## config.mk

```make
export PLATFORM = sky130hd
export DESIGN_NAME = hazard_scoreboard
export DESIGN_NICKNAME = d
export VERILOG_FILES = /design/src/rtl/hazard_scoreboard.sv
export SDC_FILE = /design/constraint.sdc
export NUM_CORES = 1
export LEC_CHECK = 0
export CAP_MARGIN = 40
export CORE_AREA = 2 2 64 66
export CTS_CLUSTER_DIAMETER = 120
export DETAILED_ROUTE_END_ITERATION = 8
export DIE_AREA = 0 0 66 68
export PLACE_DENSITY_LB_ADDON = 0.25
export SLEW_MARGIN = 0
export SYNTH_ARGS = -nofsm -noshare
export SYNTH_HDL_FRONTEND = slang
export SYNTH_SLANG_ARGS = --single-unit
export TNS_END_PERCENT = 5
```

## constraint.sdc

```tcl
create_clock -name clk -period 3.6 [get_ports clk]
set_input_delay 0.36 -clock clk [delete_from_list [all_inputs] [get_ports clk]]
set_output_delay 0.36 -clock clk [all_outputs]
set_load 0.05 [all_outputs]
```

## src/rtl/hazard_scoreboard.sv

```systemverilog
// Purpose: tracks dest tags of in-flight instructions (EXE/MEM/WB) and flags RAW hazards for ID.
// Latency: hazard is combinational; ID -> Dest_Exe 1 cycle, Dest_Mem 2, Dest_WB 3.
// Backpressure: mem_ready=0 freezes every entry and the stall counter; hazard stays live.
//
// Ports:
//   clk, rst                  rising-edge clock, synchronous active-high reset
//   forwarding_en             1 = only load-use in EXE stalls; 0 = any EXE/MEM producer stalls
//   mem_ready                 0 = whole pipeline frozen this cycle
//   flush                     ID instruction discarded (bubble into EXE)
//   id_*                      instruction currently in ID (valid, wb/load flags, dest, sources)
//   hazard                    stall IF/ID and inject a bubble into EXE
//   Dest_*/WB_EN_*            per-stage destination tag and effective write enable
//   stall_count               saturating count of cycles with hazard & mem_ready
module hazard_scoreboard #(
    parameter int REG_W = 4,
    parameter int CNT_W = 16
) (
    input  logic             clk,
    input  logic             rst,
    input  logic             forwarding_en,
    input  logic             mem_ready,
    input  logic             flush,
    input  logic             id_valid,
    input  logic             id_wb_en,
    input  logic             id_mem_r_en,
    input  logic [REG_W-1:0] id_dest,
    input  logic [REG_W-1:0] id_src1,
    input  logic [REG_W-1:0] id_src2,
    input  logic             id_two_src,
    output logic             hazard,
    output logic [REG_W-1:0] Dest_Exe,
    output logic             WB_EN_Exe,
    output logic [REG_W-1:0] Dest_Mem,
    output logic             WB_EN_Mem,
    output logic [REG_W-1:0] Dest_WB,
    output logic             WB_EN_WB,
    output logic [CNT_W-1:0] stall_count
);

    typedef struct packed {
        logic             valid;
        logic             wb_en;
        logic             mem_r_en;
        logic [REG_W-1:0] dest;
    } entry_t;

    entry_t           exe_q, exe_d;
    entry_t           mem_q, mem_d;
    entry_t           wb_q,  wb_d;
    logic [CNT_W-1:0] stall_count_q, stall_count_d;

    logic exe_hit;
    logic mem_hit;

    function automatic logic match(input entry_t e, input logic [REG_W-1:0] s);
        return e.valid & e.wb_en & (e.dest == s);
    endfunction

    // Source 2 only participates when the instruction really reads it.
    // WB is never checked: the register file writes in the first half-cycle.
    always_comb begin
        exe_hit = match(exe_q, id_src1) | (id_two_src & match(exe_q, id_src2));
        mem_hit = match(mem_q, id_src1) | (id_two_src & match(mem_q, id_src2));
        if (forwarding_en) begin
            // With forwarding only a load in EXE cannot be bypassed in time.
            hazard = id_valid & exe_q.mem_r_en & exe_hit;
        end else begin
            hazard = id_valid & (exe_hit | mem_hit);
        end
    end

    always_comb begin
        exe_d         = exe_q;
        mem_d         = mem_q;
        wb_d          = wb_q;
        stall_count_d = stall_count_q;
        if (mem_ready) begin
            wb_d  = mem_q;
            mem_d = exe_q;
            exe_d = '0;
            // flush and hazard both produce a single bubble; neither masks the other.
            if (!(flush || hazard || !id_valid)) begin
                exe_d.valid    = 1'b1;
                exe_d.wb_en    = id_wb_en;
                exe_d.mem_r_en = id_mem_r_en;
                exe_d.dest     = id_dest;
            end
            if (hazard && (stall_count_q != {CNT_W{1'b1}})) begin
                stall_count_d = stall_count_q + CNT_W'(1);
            end
        end
    end

    always_ff @(posedge clk) begin
        if (rst) begin
            exe_q         <= '0;
            mem_q         <= '0;
            wb_q          <= '0;
            stall_count_q <= '0;
        end else begin
            exe_q         <= exe_d;
            mem_q         <= mem_d;
            wb_q          <= wb_d;
            stall_count_q <= stall_count_d;
        end
    end

    // Tags are held even when the stage is not valid; enables qualify them.
    assign Dest_Exe    = exe_q.dest;
    assign WB_EN_Exe   = exe_q.valid & exe_q.wb_en;
    assign Dest_Mem    = mem_q.dest;
    assign WB_EN_Mem   = mem_q.valid & mem_q.wb_en;
    assign Dest_WB     = wb_q.dest;
    assign WB_EN_WB    = wb_q.valid & wb_q.wb_en;
    assign stall_count = stall_count_q;

endmodule
```

==> metrics.cfg <==
[outcome]
run_status=finished, final reports clean

[floorplanning]
io_pins=53
dieArea_mm2=0.00449
rows=23
die_w_um=66
initial_core_util_pct=46.8
coreArea_mm2=0.00386
die_y_um=68

[route]
avgViaCountPerCell=5.33
drc_errors=0
avgRoutedWirePerCell_um=13.4
ant_nets=0
drtIter0Drc=78
wirelength_um=3820
vias=1518
first_pass_iters=4

[pwr]
total_power_uw=721
power_density_mw_per_mm2=310
p_leak_nw=0.812
peakVddDrop_mv=0.210

[logic_synthesis]
synth.avg_cell_area_um2=9.21
synthArstFlopShare_pct=0
synth_nets=218
ys_warn_count=0
synth_edf_count=0
synth_area_mm2=0.00181
ys.flop_type=dfxtp_1
netlist_instances=196
synth_seq_cells=35
yosysUniqueCellTypes=39
seq_area_frac_synth_pct=38.8

[critical_path]
r2r_slack_ns=1.54
rr_worst_depth=6
cp_slowest_stage_delay_ns=0.80
startpoint=id_src1[0]
worstSetupPathType=primary input to output port
cp.required_ns=3.24
crit_family=buffers and inverters
critical-path-slowest-cell=clkdlybuf4s50_1
r2r_end=stall_count[6]$_SDFFE_PP0P_
path_common_cell=clkdlybuf4s50_1
rr_startpoint=Dest_Exe[0]$_SDFFE_PP0P_
critPathBufInv=2
critPathCapture=hazard
setup.worst_path.start_class=primary input
end_kind=output port
path_cells=clkdlybuf4s50_1 > xnor2_1 > nand4_1 > o22ai_1 > nor2_1 > nor2b_1 > clkdlybuf4s50_1
cp.depth=7
crit_fanout=4
critPathArrivalTime_ns=2.60

[final_layout]
layout.nets=258
seqCellArea_um2=701
multi_input_area_um2=946
area_growth_pct=28.8
final_layout_size_suffix_gt1_share_pct=5.11
fillers=364
diodes=0

[run]
maxCapViolations=0

[sta]
setup_violations=0
max_freq_mhz=337
rsz0062_at_grt=no
hold_viol_final=0
finalCritPeriodShare_pct=82.3
maxSlewViolCount=0
whs_ns=0.493
finClkSkew_ns=0.00782
fin_tns_setup_ns=0
tightest_slew_ns=0.655
timing.slew.headroom_pct=56.0
finalCriticalPeriod_ns=2.96

[clock_tree]
cts_sinks=35
clk_pin_slew_ns=0.06
cts_setup_buffers=0
cts_tree=done
cts_resized=0
clk_latency_ns=0.28
postCtsHoldBufs=0
h-tree-depth=2
cts_made_buffers=5
cts_buffer_depth=2
clock-root-buffer=clkbuf_8

[global_routing]
grt_overflow=0
grt_usage_pct=19.5
grt_pass1_vias=1436
grt_antenna_before_repair=0
grt_pass1_wl_um=6530
grt_max_degree=32

[place]
portBuffers=52
hpwlAfterDp_um=2830
routabilityCongestion=0.787

[worst_hold_path]
min_path_type=register to register

[per-stage QoR]
step                      instances  area (um^2)  utilization, %  setup slack [ns]
after floorplan                 196         1810               -              1.10
after global placement          279         2250            58.4             0.690
after detailed placement        279         2250            58.4             0.644
after CTS                       285         2320            60.3             0.640
after global routing            285         2320            60.3             0.460
final                           285         2320            60.3             0.637
[flip-flops by register name (all words and copies together), names as in the netlist]
| signal | count |
|---|---|
| mem_q | 2 |
| wb_q | 2 |
| Dest_Exe | 4 |
| stall_count | 16 |
| Dest_Mem | 4 |
| exe_q | 3 |
| Dest_WB | 4 |
[metal layers]
metal  vias up  GRT usage [%]  routed length (um)
met4         0           7.65                  61
li1        777              -                   -
met5         -              0                   0
met3         7           6.91                 215
met2        40           35.0                1840
met1       694           21.0                1700
[Yosys cell counts, types with 2 or more instances]
library cell,number,area (um^2)
xnor2_1,12,105
nand2_1,4,15.0
a22o_1,6,52.6
a21oi_1,14,70.1
nand3_1,10,50.1
clkbuf_1,7,26.3
dfxtp_1,35,701
or3_1,11,68.8
nand4_1,5,31.3
o31ai_1,2,15.0
or4_1,2,15.0
inv_1,2,7.51
nor2_1,19,71.3
o21ai_1,11,55.1
xor2_1,6,52.6
buf_4,12,90.1
and2_1,3,18.8
nor3_1,2,10.0
mux2i_1,13,130
[tightest hold or removal path, stage by stage (launching register included)]
cell and delay, ns:
dfxtp_1 0.32, mux2i_1 0.06, nor2_1 0.08
[worst min path at each step]
stage                                          to                    start  slack [ns]  cells after the start
final                        wb_q[5]$_SDFFE_PP0P_     wb_q[5]$_SDFFE_PP0P_        0.49                      2
after global placement       wb_q[5]$_SDFFE_PP0P_     wb_q[5]$_SDFFE_PP0P_        0.47                      2
after floorplan              wb_q[5]$_SDFFE_PP0P_     wb_q[5]$_SDFFE_PP0P_        0.45                      2
after detailed placement  Dest_WB[3]$_SDFFE_PP0P_  Dest_WB[3]$_SDFFE_PP0P_        0.48                      2
after CTS                 Dest_WB[3]$_SDFFE_PP0P_  Dest_WB[3]$_SDFFE_PP0P_        0.50                      2
after global routing      Dest_WB[1]$_SDFFE_PP0P_  Dest_WB[1]$_SDFFE_PP0P_        0.52                      2
[final cells by class]
cell class	instances	area share [%]
timing repair buffer	54	23.0
sequential	35	30.1
clock buffer	6	3.12
inverter	2	0.323
tap	50	2.69
multi-input combinational	138	40.7
[cell families (layout without fill, tap and decap cells)]
kind of cell             after synthesis  in the layout  share of synthesized area (%)
flip-flops                            35             35                           38.8
AO/OA/AOI/OAI                         40             40                           15.1
buffers and inverters                 23             62                           8.80
adder cells (fa/ha/maj)                1              1                          0.693
XOR/XNOR                              18             18                           8.73
multiplexers                          13             13                           7.21
AND/OR/NAND/NOR                       66             66                           20.7
[placed cells by master (no fill, tap or decap), types with 2 or more instances in the layout]
cell type / instances
a22o_1: 6
mux2i_1: 13
o31ai_1: 2
or4_1: 2
or3_1: 11
nand4_1: 5
xor2_1: 6
nor2_1: 19
nor3_1: 2
and2_1: 3
nand3_1: 10
o21ai_1: 11
buf_4: 2
a21oi_1: 14
clkbuf_8: 5
inv_1: 2
nand2_1: 4
xnor2_1: 12
clkdlybuf4s50_1: 52
dfxtp_1: 35
[power breakdown]
| part | switching, mW | total, mW | internal [mW] |
|---|---|---|---|
| Clock | 0.128 | 0.256 | 0.129 |
| Combinational | 0.0316 | 0.0700 | 0.0384 |
| Sequential | 0.00419 | 0.395 | 0.391 |
No activity file was read; power rests on OpenSTA's default activity.
==> RTL edit 1: new RTL, config.mk and constraints unchanged <==
`REG_W`: 4 -> 5.
--- a/src/rtl/hazard_scoreboard.sv
+++ b/src/rtl/hazard_scoreboard.sv
@@ -13,5 +13,5 @@
 //   stall_count               saturating count of cycles with hazard & mem_ready
 module hazard_scoreboard #(
-    parameter int REG_W = 4,
+    parameter int REG_W = 5,
     parameter int CNT_W = 16
 ) (
Interface: changed (6 resized); port bits go from 53 to 59. No check against the original RTL was run, so the function may have changed too.
==> RTL edit 1 against the unedited design <==
Setup slack better by 380 ps; count of clock-buffer cells in the layout unchanged; cell count increased by 9.8%; critical path depth is 1 higher; critical path type unchanged; synthesized area rose by 16%; wire length is 21% higher; register-to-register slack worse by 350 ps; final area grew 15%; synthesized cell count increased by 13%; power rose by 11%; sequential cell count grew 3.
==> RTL edit 1: results (changes against the unedited design) <==
stage,metric,value,unit,change
clock_tree,cts_max_level,2,,unchanged
yosys,synth.yosys.warnings,0,,unchanged
placement,preCtsSetupSlack,956,ps,+312 ps
placement,routabilityCongestion,0.785,,-0.18%
grt,antenna_found_initial,0,,unchanged
routing,viasPerCell,5.51,,+3.4%
worst_hold_path,hp-class,reg -> reg,,
routing,firstDrtPassIters,4,,unchanged
critical_path,critical_path_arrival,2220,ps,-380 ps
yosys,ys_seq_area_share,36.4,%,-2.4 points
grt,gr-usage-met1,30.4,%,+9.4 points
grt,grt_usage,21.7,%,+2.3 points
yosys,async_flop_share,0,%,unchanged
grt,number_of_global_route_vias_before_repair,1574,,+9.6%
yosys,ys_top_cells_by_count,"38 x sky130_fd_sc_hd__dfxtp_1, 23 x sky130_fd_sc_hd__nor2_1, 17 x sky130_fd_sc_hd__xnor2_1, 15 x sky130_fd_sc_hd__buf_4, 14 x sky130_fd_sc_hd__mux2i_1",,
routing,drt_wl_total,4630,microns,+21%
grt,grt_first_pass_wirelength,7390,microns,+13%
clock_tree,clk_latency,290,ps,
finish,post_route_cells_drive_above_1_share,10.3,%,+5.2 points
pwr,power.static_leakage,0.000940,uW,+16%
grt,grt_overflow_total,0,,unchanged
grt,grt_start_max_net_pins,29,,-9.4%
clock_tree,cts_max_path_bufs,2,,unchanged
timing,timing.slew.headroom,47.1,%,-8.9 points
clock_tree,cts_repair_resize_count,0,,unchanged
pwr,irDropWorstVdd,0.000254,V,+21%
placement,detailed_place_hpwl,3310,microns,+17%
yosys,yosys.cell_types.count,38,,-2.6%
clock_tree,cts_clk_pin_slew_worst_paths,60,ps,about the same
clock_tree,cts_post_setup_buffers_inserted,0,,unchanged
run_status,outcome,completed,,
yosys,primary_flip_flop_cell_chosen_by_synthesis_mapping,sky130_fd_sc_hd__dfxtp_1,,
grt,grt_util_met3,3.95,%,-3.0 points
clock_tree,cts.root.buffer_cell,sky130_fd_sc_hd__clkbuf_8,,
clock_tree,cts-buffers-inserted,5,,unchanged
finish,layout_fillers,336,,-7.7%
grt,gr-usage-met2,33.1,%,-1.9 points
critical_path,crit_fanout,28,,+24
yosys,synth.net_count,247,,+13%
finish,number_of_flip_flops_in_the_largest_register,16,,unchanged
yosys,ys_top_cells_by_area,"sky130_fd_sc_hd__dfxtp_1 36%, sky130_fd_sc_hd__xnor2_1 7.1%, sky130_fd_sc_hd__mux2i_1 6.7%, sky130_fd_sc_hd__buf_4 5.4%, sky130_fd_sc_hd__mux2_4 4.3%",,
timing,clock-skew-final,7.09,ps,-0.728 ps
placement,buffer_ports.inserted,58,,+12%
finish,finalNetCount,289,,+12%
routing,number_of_drc_markers_in_iteration_0,102,,+31%
finish,diodes,0,,unchanged
-- RTL edit 1: metrics by stage --
step           cells  instance area [sq um]  power [uW]  hold WS, ps
3_5_place_dp     307                   2580         528          473
5_1_grt          313                   2670         833          522
3_3_place_gp     307                   2580         526          458
6_report         313                   2670         803          488
4_1_cts          313                   2670         808          491
2_1_floorplan    222                   2090         489          437
-- RTL edit 1: cell type report --
class	instances	area (sq um)	share of cell area, %
Sequential cell	38	761	28.5
Inverter	1	3.75	0.141
Clock buffer	6	82.6	3.10
Multi-Input combinational cell	157	1150	43.3
Timing Repair Buffer	61	601	22.5
Tap cell	50	62.6	2.35
-- RTL edit 1: cell families after synthesis --
family                   synth area share, %
AO/OA/AOI/OAI                           8.55
XOR/XNOR                                8.37
adder cells (fa/ha/maj)                0.598
buffers and inverters                   8.43
flip-flops                              36.4
multiplexers                            11.5
AND/OR/NAND/NOR                         26.1
-- RTL edit 1: where the power goes --
group          switching, uW  internal, uW
Clock                    138           148
Sequential              4.82           424
Combinational           44.1          45.2
Total                    187           617
-- RTL edit 1: critical path, cell delays in order --
cell                              delay [ps]
sky130_fd_sc_hd__clkdlybuf4s50_1         520
sky130_fd_sc_hd__xnor2_1                 140
sky130_fd_sc_hd__nand3_1                 160
sky130_fd_sc_hd__nor4_4                  360
sky130_fd_sc_hd__nor4_4                   50
sky130_fd_sc_hd__buf_4                   240
sky130_fd_sc_hd__nor2b_1                 170
sky130_fd_sc_hd__buf_4                   220
-- RTL edit 1: routing by layer --
| layer | vias to the layer above | wire length [microns] |
|---|---|---|
| li1 | 859 | - |
| met1 | 810 | 2150 |
| met2 | 48 | 2220 |
| met3 | 7 | 193 |
| met4 | 0 | 65 |
| met5 | - | 0 |
-- RTL edit 1: worst paths after layout --
kind / from / to / slack, ps / cells after the start
worst max-delay path: id_src2[1] / hazard / 1020 / 8
worst max register to register: stall_count[0] / stall_count[10] / 1190 / 7
worst min register to register: exe_q[5] / exe_q[5] / 490 / 1
worst min-delay path: exe_q[5] / exe_q[5] / 490 / 1
==> RTL edit 2: new RTL, same settings <==
Without the edit above. Put one more register stage on the output `stall_count`, with the module's reset. The value now appears one clock later. The other outputs are not delayed to match. Comments in the files are not updated.
--- a/src/rtl/hazard_scoreboard.sv
+++ b/src/rtl/hazard_scoreboard.sv
@@ -113,5 +113,11 @@
     assign Dest_WB     = wb_q.dest;
     assign WB_EN_WB    = wb_q.valid & wb_q.wb_en;
-    assign stall_count = stall_count_q;
+    always_ff @(posedge clk) begin
+        if (rst) begin
+            stall_count <= '0;
+        end else begin
+            stall_count <= stall_count_q;
+        end
+    end
 
 endmodule
Check against the original RTL: not equivalent (Yosys sat finds a counterexample within 4 cycles, from zero or initial values and one cycle with rst high).
==> RTL edit 2 against the unedited design <==
Synthesized area up 23%; critical path depth stayed put; sequential cell count grew 16; global-route usage rose by 4.0 points; final area up 21%; power increased by 46%; fmax is 6.7% lower; sequential share of layout area increased by 6.2 points; setup slack worse by 210 ps; die area stayed put; wire length up 25%; largest cell class unchanged; highest routed layer unchanged.
==> RTL edit 2: results (changes against the unedited design) <==
stage,metric,value,unit,change
run_status,outcome,completed,,
critical_path,crit_fanout,8,,+4
timing,clock-skew-final,9.40,ps,+1.58 ps
routing,drt_wl_total,4760,microns,+25%
routing,detailroute.wirelength.met3,242,microns,+13%
finish,multi_input_area,1050,sq um,+11%
finish,finalNetCount,296,,+15%
timing,hold-worst-slack,489,ps,-3.63 ps
grt,gr-usage-met2,42.3,%,+7.3 points
yosys,ys_top_cells_by_count,"51 x sky130_fd_sc_hd__dfxtp_1, 32 x sky130_fd_sc_hd__nor2_1, 14 x sky130_fd_sc_hd__nor2b_1",,
grt,grt_usage,23.5,%,+4.0 points
yosys,ys_seq_area_share,46.0,%,+7.2 points
grt,grt_start_max_net_pins,47,,+47%
finish,reg_area,1020,sq um,+46%
pwr,power.static_leakage,0.00101,uW,+25%
placement,preCtsSetupSlack,515,ps,-128 ps
grt,number_of_global_route_vias_before_repair,1707,,+19%
routing,wl_met1,2090,microns,+23%
finish,signal_buffer_area_fraction,19.3,%,-3.8 points
placement,detailed_place_hpwl,3250,microns,+15%
clock_tree,cts_clk_pin_slew_worst_paths,100,ps,+40 ps
routing,met2WireLength,2370,microns,+29%
clock_tree,clk_latency,310,ps,+30 ps
placement,routabilityCongestion,0.741,,-5.8%
finish,layout.clock.cell_area_share,4.10,%,+0.98 points
clock_tree,numClockSinks,51,,+46%
finish,nonClockInverterCount,6,,+4
routing,number_of_drc_markers_in_iteration_0,87,,+12%
pwr,irDropWorstVdd,0.000408,V,+94%
grt,grt_first_pass_wirelength,7950,microns,+22%
timing,finalCriticalPeriod,3180,ps,+212 ps
finish,layout_fillers,317,,-13%
finish,multi_input_combinational_cell_count,155,,+12%
yosys,ys_top_cells_by_area,"sky130_fd_sc_hd__dfxtp_1 46%, sky130_fd_sc_hd__mux2i_1 5.4%, sky130_fd_sc_hd__nor2_1 5.4%, sky130_fd_sc_hd__xnor2_1 4.7%, sky130_fd_sc_hd__mux2_2 4.6%",,
pwr,pg_comb,74.7,uW,+6.7%
finish,final.signal_buffer_count,55,,+1.9%
timing,timing_worst_slew_pin_value,630,ps,-25.0 ps
RTL edit 2: path summary, 6_finish.rpt:
| path | startpoint | endpoint | cells past startpoint |
|---|---|---|---|
| hold / removal | stall_count_q[9] | stall_count[9] | 2 |
| setup reg to reg | Dest_Mem[1] | stall_count_q[8] | 6 |
| hold reg to reg | stall_count_q[9] | stall_count[9] | 2 |
| setup / recovery | id_src1[3] | hazard | 7 |
RTL edit 2: metrics by stage:
stage | total power (uW) | instances | cell area, sq um
2_1_floorplan | 625 | 233 | 2220
3_3_place_gp | 657 | 316 | 2690
3_5_place_dp | 658 | 317 | 2690
4_1_cts | 1060 | 325 | 2810
5_1_grt | 1090 | 325 | 2810
6_report | 1050 | 325 | 2810
RTL edit 2: logic make-up after synthesis:
family	Yosys count	synth area share, %
AO/OA/AOI/OAI	27	8.58
XOR/XNOR	16	6.32
adder cells (fa/ha/maj)	1	0.564
buffers and inverters	27	6.77
flip-flops	51	46.0
multiplexers	21	9.99
AND/OR/NAND/NOR	90	21.7
